File: src/rtl/controller_pkg.sv
// Shared controller definitions: FSM state encoding, instruction field constants
// and datapath mux select codes (also consumed by the ALU controller).
package controller_pkg;

  typedef enum logic [3:0] {
    S_FETCH     = 4'd0,
    S_DECODE    = 4'd1,
    S_MEM_ADDR  = 4'd2,
    S_MEM_READ  = 4'd3,
    S_MEM_WB    = 4'd4,
    S_MEM_WRITE = 4'd5,
    S_R_EX      = 4'd6,
    S_R_WB      = 4'd7,
    S_I_EX      = 4'd8,
    S_I_WB      = 4'd9,
    S_BRANCH    = 4'd10,
    S_JUMP      = 4'd11,
    S_JR        = 4'd12,
    S_HALT      = 4'd13
  } state_t;

  localparam logic [5:0] OP_RTYPE  = 6'b000000;
  localparam logic [5:0] OP_REGIMM = 6'b000001;
  localparam logic [5:0] OP_J      = 6'b000010;
  localparam logic [5:0] OP_JAL    = 6'b000011;
  localparam logic [5:0] OP_BEQ    = 6'b000100;
  localparam logic [5:0] OP_BNE    = 6'b000101;
  localparam logic [5:0] OP_BLEZ   = 6'b000110;
  localparam logic [5:0] OP_BGTZ   = 6'b000111;
  localparam logic [5:0] OP_ADDIU  = 6'b001001;
  localparam logic [5:0] OP_ANDI   = 6'b001100;
  localparam logic [5:0] OP_ORI    = 6'b001101;
  localparam logic [5:0] OP_XORI   = 6'b001110;
  localparam logic [5:0] OP_COP0   = 6'b010000;
  localparam logic [5:0] OP_LW     = 6'b100011;
  localparam logic [5:0] OP_SW     = 6'b101011;
  localparam logic [5:0] OP_HALT   = 6'b111111;

  localparam logic [5:0] FN_JR     = 6'b001000;
  localparam logic [5:0] FN_MULT   = 6'b011000;
  localparam logic [5:0] FN_MULTU  = 6'b011001;

  localparam logic [1:0] ALU_OP_ADD  = 2'b00;
  localparam logic [1:0] ALU_OP_FUNC = 2'b10;

  localparam logic [1:0] SRCB_REG   = 2'b00;
  localparam logic [1:0] SRCB_FOUR  = 2'b01;
  localparam logic [1:0] SRCB_IMM   = 2'b10;
  localparam logic [1:0] SRCB_BROFF = 2'b11;

  localparam logic [1:0] PCSRC_ALU    = 2'b00;
  localparam logic [1:0] PCSRC_ALUOUT = 2'b01;
  localparam logic [1:0] PCSRC_JUMP   = 2'b10;

endpackage

File: src/rtl/ctrl_decode.sv
// Combinational instruction classifier: next state out of DECODE and R_EX,
// signed-immediate flag and illegal-opcode flag.
module ctrl_decode
  import controller_pkg::*;
(
  input  logic [5:0] i_opcode,
  input  logic [5:0] i_funct,
  output state_t     o_decode_next,
  output state_t     o_rex_next,
  output logic       o_is_signed,
  output logic       o_illegal
);

  always_comb begin
    o_decode_next = S_HALT;
    o_illegal     = 1'b0;
    case (i_opcode)
      OP_RTYPE:                                   o_decode_next = S_R_EX;
      OP_LW, OP_SW:                               o_decode_next = S_MEM_ADDR;
      OP_ADDIU, OP_COP0, OP_ANDI, OP_ORI, OP_XORI: o_decode_next = S_I_EX;
      OP_REGIMM, OP_BEQ, OP_BNE, OP_BLEZ, OP_BGTZ: o_decode_next = S_BRANCH;
      OP_J, OP_JAL:                               o_decode_next = S_JUMP;
      OP_HALT:                                    o_decode_next = S_HALT;
      default:                                    o_illegal     = 1'b1;
    endcase
  end

  // MULT/MULTU write HI/LO inside the ALU, so they skip register writeback
  always_comb begin
    case (i_funct)
      FN_JR:              o_rex_next = S_JR;
      FN_MULT, FN_MULTU:  o_rex_next = S_FETCH;
      default:            o_rex_next = S_R_WB;
    endcase
  end

  assign o_is_signed = (i_opcode == OP_ADDIU) || (i_opcode == OP_COP0);

endmodule

File: src/rtl/main_controller.sv
// Multicycle main control FSM: state register and per-state output decode;
// instruction classification is delegated to ctrl_decode.
module main_controller
  import controller_pkg::*;
(
  input  logic       clk,
  input  logic       rst,
  input  logic [5:0] opcode,
  input  logic [5:0] funct,
  input  logic       mem_ready,
  output logic       pc_write,
  output logic       pc_write_cond,
  output logic       i_or_d,
  output logic       mem_read,
  output logic       mem_write,
  output logic       ir_write,
  output logic       mem_to_reg,
  output logic       reg_write,
  output logic       reg_dst,
  output logic       alu_src_a,
  output logic       jump_and_link,
  output logic       is_signed,
  output logic       illegal,
  output logic [1:0] pc_source,
  output logic [1:0] alu_src_b,
  output logic [1:0] alu_op
);

  state_t r_state;
  state_t w_next;
  state_t w_decode_next;
  state_t w_rex_next;
  logic   w_dec_signed;
  logic   w_dec_illegal;
  logic   r_run;
  logic   r_illegal;
  logic   r_is_store;
  logic   r_is_jal;

  ctrl_decode u_decode (
    .i_opcode      (opcode),
    .i_funct       (funct),
    .o_decode_next (w_decode_next),
    .o_rex_next    (w_rex_next),
    .o_is_signed   (w_dec_signed),
    .o_illegal     (w_dec_illegal)
  );

  // r_run holds outputs quiet until the first edge after reset release
  always_ff @(posedge clk or posedge rst) begin
    if (rst) begin
      r_state    <= S_FETCH;
      r_run      <= 1'b0;
      r_illegal  <= 1'b0;
      r_is_store <= 1'b0;
      r_is_jal   <= 1'b0;
    end else begin
      r_run <= 1'b1;
      if (r_run) begin
        r_state <= w_next;
        if (r_state == S_DECODE) begin
          r_is_store <= (opcode == OP_SW);
          r_is_jal   <= (opcode == OP_JAL);
          if (w_dec_illegal) r_illegal <= 1'b1;
        end
      end
    end
  end

  always_comb begin
    w_next = r_state;
    case (r_state)
      S_FETCH:     if (mem_ready) w_next = S_DECODE;
      S_DECODE:    w_next = w_decode_next;
      S_MEM_ADDR:  w_next = r_is_store ? S_MEM_WRITE : S_MEM_READ;
      S_MEM_READ:  if (mem_ready) w_next = S_MEM_WB;
      S_MEM_WRITE: if (mem_ready) w_next = S_FETCH;
      S_R_EX:      w_next = w_rex_next;
      S_I_EX:      w_next = S_I_WB;
      S_HALT:      w_next = S_HALT;
      default:     w_next = S_FETCH;
    endcase
  end

  always_comb begin
    pc_write      = 1'b0;
    pc_write_cond = 1'b0;
    i_or_d        = 1'b0;
    mem_read      = 1'b0;
    mem_write     = 1'b0;
    ir_write      = 1'b0;
    mem_to_reg    = 1'b0;
    reg_write     = 1'b0;
    reg_dst       = 1'b0;
    alu_src_a     = 1'b0;
    jump_and_link = 1'b0;
    pc_source     = PCSRC_ALU;
    alu_src_b     = SRCB_REG;
    alu_op        = ALU_OP_ADD;
    is_signed     = r_run & w_dec_signed;
    illegal       = r_illegal;
    if (r_run) begin
      case (r_state)
        S_FETCH: begin
          mem_read  = 1'b1;
          alu_src_b = SRCB_FOUR;
          ir_write  = mem_ready;
          pc_write  = mem_ready;
        end
        S_DECODE:   alu_src_b = SRCB_BROFF;
        S_MEM_ADDR: begin
          alu_src_a = 1'b1;
          alu_src_b = SRCB_IMM;
        end
        S_MEM_READ: begin
          mem_read = 1'b1;
          i_or_d   = 1'b1;
        end
        S_MEM_WB: begin
          reg_write  = 1'b1;
          mem_to_reg = 1'b1;
        end
        S_MEM_WRITE: begin
          mem_write = 1'b1;
          i_or_d    = 1'b1;
        end
        S_R_EX: begin
          alu_src_a = 1'b1;
          alu_op    = ALU_OP_FUNC;
        end
        S_R_WB: begin
          reg_write = 1'b1;
          reg_dst   = 1'b1;
        end
        S_I_EX: begin
          alu_src_a = 1'b1;
          alu_src_b = SRCB_IMM;
          alu_op    = ALU_OP_FUNC;
        end
        S_I_WB:     reg_write = 1'b1;
        S_BRANCH: begin
          alu_src_a     = 1'b1;
          alu_op        = ALU_OP_FUNC;
          pc_write_cond = 1'b1;
          pc_source     = PCSRC_ALUOUT;
        end
        S_JUMP: begin
          pc_write      = 1'b1;
          pc_source     = PCSRC_JUMP;
          jump_and_link = r_is_jal;
          reg_write     = r_is_jal;
        end
        S_JR: begin
          alu_src_a = 1'b1;
          alu_op    = ALU_OP_FUNC;
          pc_write  = 1'b1;
        end
        default: ;
      endcase
    end
  end

endmodule
File: config.mk
export PLATFORM = sky130hd
export DESIGN_NAME = main_controller
export DESIGN_NICKNAME = d
export VERILOG_FILES = /design/src/rtl/controller_pkg.sv /design/src/rtl/ctrl_decode.sv /design/src/rtl/main_controller.sv
export SDC_FILE = /design/constraint.sdc
export NUM_CORES = 1
export LEC_CHECK = 0
export ABC_AREA = 1
export BUFFER_PORTS_ARGS = -buffer_cell sky130_fd_sc_hd__buf_2
export CAP_MARGIN = 15
export CORE_ASPECT_RATIO = 0.75
export CORE_UTILIZATION = 45
export CTS_CLUSTER_SIZE = 24
export DETAILED_ROUTE_END_ITERATION = 12
export PLACE_DENSITY_LB_ADDON = 0.2
export SETUP_SLACK_MARGIN = 0.5
export SLEW_MARGIN = 10
export SYNTH_ARGS = -nofsm -noshare
export SYNTH_HDL_FRONTEND = slang
export SYNTH_HIERARCHICAL = 1
export SYNTH_SLANG_ARGS = --single-unit
File: constraint.sdc
create_clock -name clk -period 1.2 [get_ports clk]
set_clock_uncertainty 0.1 [all_clocks]
set_input_delay 0.06 -clock clk [delete_from_list [all_inputs] [get_ports clk]]
set_output_delay 0.06 -clock clk [all_outputs]
set_load 0.02 [all_outputs]
==> summary.txt, run 1 <==
Placed design
  • Gp weighted congestion: 0.928
  • Port bufs: 32
  • Post-DP HPWL: between 2000 and 3000 µm
  • Placed cells: 265
  • Placement Cell Area: between 1500 and 2000 µm²

Yosys
  • Sequential fraction of the synthesis area: 19.3%
  • Synth unique cells: 25
  • Flops & latches, synth: 8
  • Area leader, netlist: dfrtp_1
  • Ys async rst share: 100%
  • Cell Area, Synth: about 1000 µm²
  • Post-synthesis simple-gate area fraction: between 50% and 60%
  • Area fraction in compound gates after synthesis: 8.30%
  • Synth Area per Inst: between 5 and 6 µm²
  • Yosys warnings: 6
  • Cell with the most instances after synthesis: nand2_1
  • Xor and xnor fraction of the mapped netlist area: 0%
  • Synth Flop Type: dfrtp_1
  • Adder-Cell Fraction of Synth Area: 0%
  • Post-synth EDFFs: 0
  • Syn_nets: between 150 and 200
  • Main combinational cell family by area after synthesis: simple AND/OR/NAND/NOR gates
  • Synth Instances: 181
  • Post-synth top area share: 19.3%
  • Most area-consuming cells after synthesis: dfrtp_1 (19%), nand2_1 (16%), inv_1 (10%)
  • Synth cell count leaders: nand2_1 (44), inv_1 (28), nor2_1 (25), nand3_1 (17), nor2_2 (9)
  • Mux contribution to synthesized area: 0%

Global routing
  • Largest net degree at the start of global routing: 9

Timing
  • WEP type: primary output
  • GR repair worst EP: reg_write

Die
  • Rows: 14
  • Die height: between 40 and 50 µm
  • Initial core utilization: 49.9%
  • Top Ports: 34
  • Width of the chip: 57.5 µm

Run status
  • Status: aborted with a tool error
  • Halt Stage: 5_1_grt
  • First Err: [ERROR DPL-0038] Utilization greater than 100%, impossible to legalize

Clock network
  • Total CTS buffers: 3
  • Clk root buf: clkbuf_4
  • CTS H-tree lvls: 1
  • Clock Path Buffers: 2
  • TritonCTS Sinks: 8
[through the flow]
step                      setup WS (ns)  utilization [%]
after floorplan                 -0.0431                -
after global placement           -0.193             74.1
after detailed placement         -0.276             74.1
after CTS                        -0.453             93.5
[what timing repair did]
action                                  4_1_cts
pin swaps                                    21
hold endpoints to repair                      8
hold buffers                                  1
resized for setup                            87
endpoints found under the setup margin       25
buffers inserted                             11
[logic make-up after synthesis]
kind of cell	after synthesis
flops	8
buf+inv	37
compound gates	16
other cells	2
simple gates	118
==> run 2: changes to the inputs <==
--- a/config.mk
+++ b/config.mk
@@ -8,12 +8,10 @@
 export ABC_AREA = 1
 export BUFFER_PORTS_ARGS = -buffer_cell sky130_fd_sc_hd__buf_2
 export CAP_MARGIN = 15
-export CORE_ASPECT_RATIO = 0.75
-export CORE_UTILIZATION = 45
-export CTS_CLUSTER_SIZE = 24
+export CORE_AREA = 2 2 63 65
 export DETAILED_ROUTE_END_ITERATION = 12
-export PLACE_DENSITY_LB_ADDON = 0.2
-export SETUP_SLACK_MARGIN = 0.5
+export DIE_AREA = 0 0 65 67
+export PLACE_DENSITY_LB_ADDON = 0.15
 export SLEW_MARGIN = 10
 export SYNTH_ARGS = -nofsm -noshare
 export SYNTH_HDL_FRONTEND = slang
==> constraint.sdc (replaced) <==
create_clock -name clk -period 1.6 [get_ports clk]
set_clock_uncertainty 0.1 [all_clocks]
set_input_delay 0.08 -clock clk [delete_from_list [all_inputs] [get_ports clk]]
set_output_delay 0.08 -clock clk [all_outputs]
set_load 0.02 [all_outputs]
==> summary.txt, run 2 <==
Run status
  • Status: complete, no violations

Cells and area
  • Diodes inserted: 0
  • Most frequent cells in the layout: nand2_1 (40), buf_2 (26), inv_1 (25)
  • Final Util: 39.7%
  • Register area: between 200 and 250 µm²
  • Multi-input logic area: ~700 µm²
  • Area growth, synth to finish: 37.5%
  • Most flop-heavy register: r_state
  • Max FFs per register: 4
  • Nets: 240
  • Fin cells: 271
  • Commonest non-fill, non-tap cell in the layout: nand2_1
  • Filler instances: approximately 410
  • Fraction of layout cells with a size suffix above 1: 38.6%

Global routing
  • M3 GR Usage: 1.69%
  • Initial antenna violation count: 0
  • Met2 Use GR: 21.1%
  • Most Crowded Layer GR: met2
  • GR Util met1: 17.9%
  • Largest net degree at the start of global routing: 12
  • GR Overflow Total: 0
  • First-pass GRT wire length: 4690 µm
  • Vias in the first global route: 1084
  • Tot GR Track Use: between 10 and 15%

Yosys
  • Ys async rst share: 100%
  • Synth unique cells: 25
  • Post-synth EDFFs: 0
  • Most area-consuming cells after synthesis: dfrtp_1 (19%), nand2_1 (16%), inv_1 (10%)
  • Flops & latches, synth: 8
  • Post-synth top area share: 19.3%
  • Cell with the most instances after synthesis: nand2_1
  • Sequential fraction of the synthesis area: 19.3%
  • Cell Area, Synth: a little over 1000 µm²
  • Area leader, netlist: dfrtp_1
  • Yosys warnings: 6
  • Synth Area per Inst: 5.74 µm²
  • Syn_nets: 196
  • Synth Instances: 181
  • Synth Flop Type: dfrtp_1
  • Synth cell count leaders: nand2_1 (44), inv_1 (28), nor2_1 (25), nand3_1 (17), nor2_2 (9)

Pwr
  • Worst vdd ir: 0.357 mV
  • Reg power frac: 20.7%
  • Power Density: 1330 nW/µm²
  • Lkg Pwr: 0.803 nW
  • Internal power: 0.000971 W
  • Tot Pwr: roughly 0.0019 W
  • Sw frac: 49.0%
  • Sw power: 0.000932 W
  • Gate power share: 66.8%
  • Clock share of power: 12.5%

Placed design
  • Gp weighted congestion: 0.802
  • Port bufs: 32
  • Post-DP HPWL: 2260 µm
  • Placed cells: 257

Critical path
  • Crit Path Class: register to output pin
  • Worst setup SP type: register
  • Critical path fanouts, max: 6
  • Worst setup EP type: output pin
  • Arrival time worst endpoint: between 1 and 1.5 ns
  • Worst Path Required: around 1.4 ns
  • R2R cell count: 8

Clock network
  • TritonCTS Sinks: 8
  • Clock Latency Late Sink: between 0.2 and 0.25 ns
  • Total CTS buffers: 3
  • Clock-pin slew on the worst setup and hold paths: 0.04 ns
  • TritonCTS clock tree: done
  • Clk root buf: clkbuf_8
  • CTS H-tree lvls: 1
  • Clock Path Buffers: 2

Routing
  • Residual DRC: 0
  • Pre-Repair DR Iteration Count: 4
  • WL final: ~2800 µm
  • Via count: 1216
  • Drt wl/cell: 10.5 µm
  • Vias/cell: between 4 and 5
  • DRT iter0 DRCs: between 50 and 60
  • Routed Antenna Nets: 0

Timing
  • Setup violation total in the final timing report: 0
  • Final Hold Fails: 0
  • Final Cycle Share: 99.8%
  • RSZ-0062 raised after global routing: yes
  • Setup TNS: 0 ns
  • Post-layout min period: 1.60 ns
  • Max Clock Freq: 0.627 GHz
  • Pins Over Slew Limit: 0
  • Fin Hold WS: roughly 0.14 ns

Die
  • Width of the chip: ~65 µm
  • Initial core utilization: 28.8%
  • Placeable Area: 3610 µm²
  • Rows: 22
  • Full die area: 4360 µm²
  • Die height: 67 µm
  • Top Ports: 34

Flow run
  • Max_cap viols: 0

Hold path
  • Hold depth: 4
  • Hold Path Class: input pin to register
## run 2: final cells by class
class	instances	share of cell area [%]
inverter	31	8.22
tap	48	4.20
sequential	8	14.3
multi-input combinational	136	50.0
timing repair buffer	45	20.4
clock buffer	3	2.89
## run 2: kinds of logic (layout without fill, tap and decap cells)
group                  count (synthesis)  after routing  synth area share (%)
buffers and inverters                 37             79                  16.0
DFF                                    8              8                  19.3
other                                  2              2                 0.722
AOI/OAI and AO/OA                     16             16                  8.30
and+or+nand+nor                      118            118                  55.7
## run 2: path summary, 6_finish.rpt
path / from / endpoint / slack, ns
max: r_state[1] / alu_src_b[1] / 0.004
min: opcode[3] / r_is_jal / 0.14
max reg2reg: r_state[2] / r_state[0] / 0.11
min reg2reg: illegal / illegal / 0.36
max in group asynchronous: rst / r_state[3] / 0.90
min in group asynchronous: rst / illegal / 0.25
## run 2: worst max-delay path, stage by stage (launching register included)
cell and delay [ns]:
dfrtp_2 0.46, buf_4 0.16, nor2_4 0.13, o21ai_0 0.11
a21oi_1 0.16, buf_4 0.17
## run 2: power by group through the flow
stage | clock (W) | combinational, W | sequential, W
floorplan | 0 | 0.000776 | 0.000324
global placement | 0 | 0.00101 | 0.000368
detailed placement | 0 | 0.000993 | 0.000369
CTS | 0.000247 | 0.00104 | 0.000385
global route | 0.000259 | 0.00139 | 0.000407
finish | 0.000238 | 0.00127 | 0.000393
## run 2: stage by stage
| stage | worst slack [ns] | area [µm²] |
|---|---|---|
| 5_1_grt | -0.0504 | 1430 |
| 2_1_floorplan | 0.148 | 1040 |
| 3_3_place_gp | 0.133 | 1240 |
| 3_5_place_dp | 0.127 | 1240 |
| 6_report | 0.00392 | 1430 |
| 4_1_cts | 0.00259 | 1320 |
## run 2: metal layers
layer / wire length [µm] / share of wire (%) / vias up
li1: - / - / 645
met3: 162 / 5.7 / 17
met5: 0 / 0 / -
met4: 155 / 5.4 / 0
met2: 1190 / 42 / 48
met1: 1340 / 47 / 506
## run 2: repair_timing
action                                  in CTS  in global routing
hold endpoints to repair                     8                  0
pin swaps                                    0                  7
gates resized for setup                      7                 18
endpoints found under the setup margin       7                  9
buffers inserted                             1                  9
hold buffers                                 1                  0
Note: power is estimated with default switching activity, not from simulation.
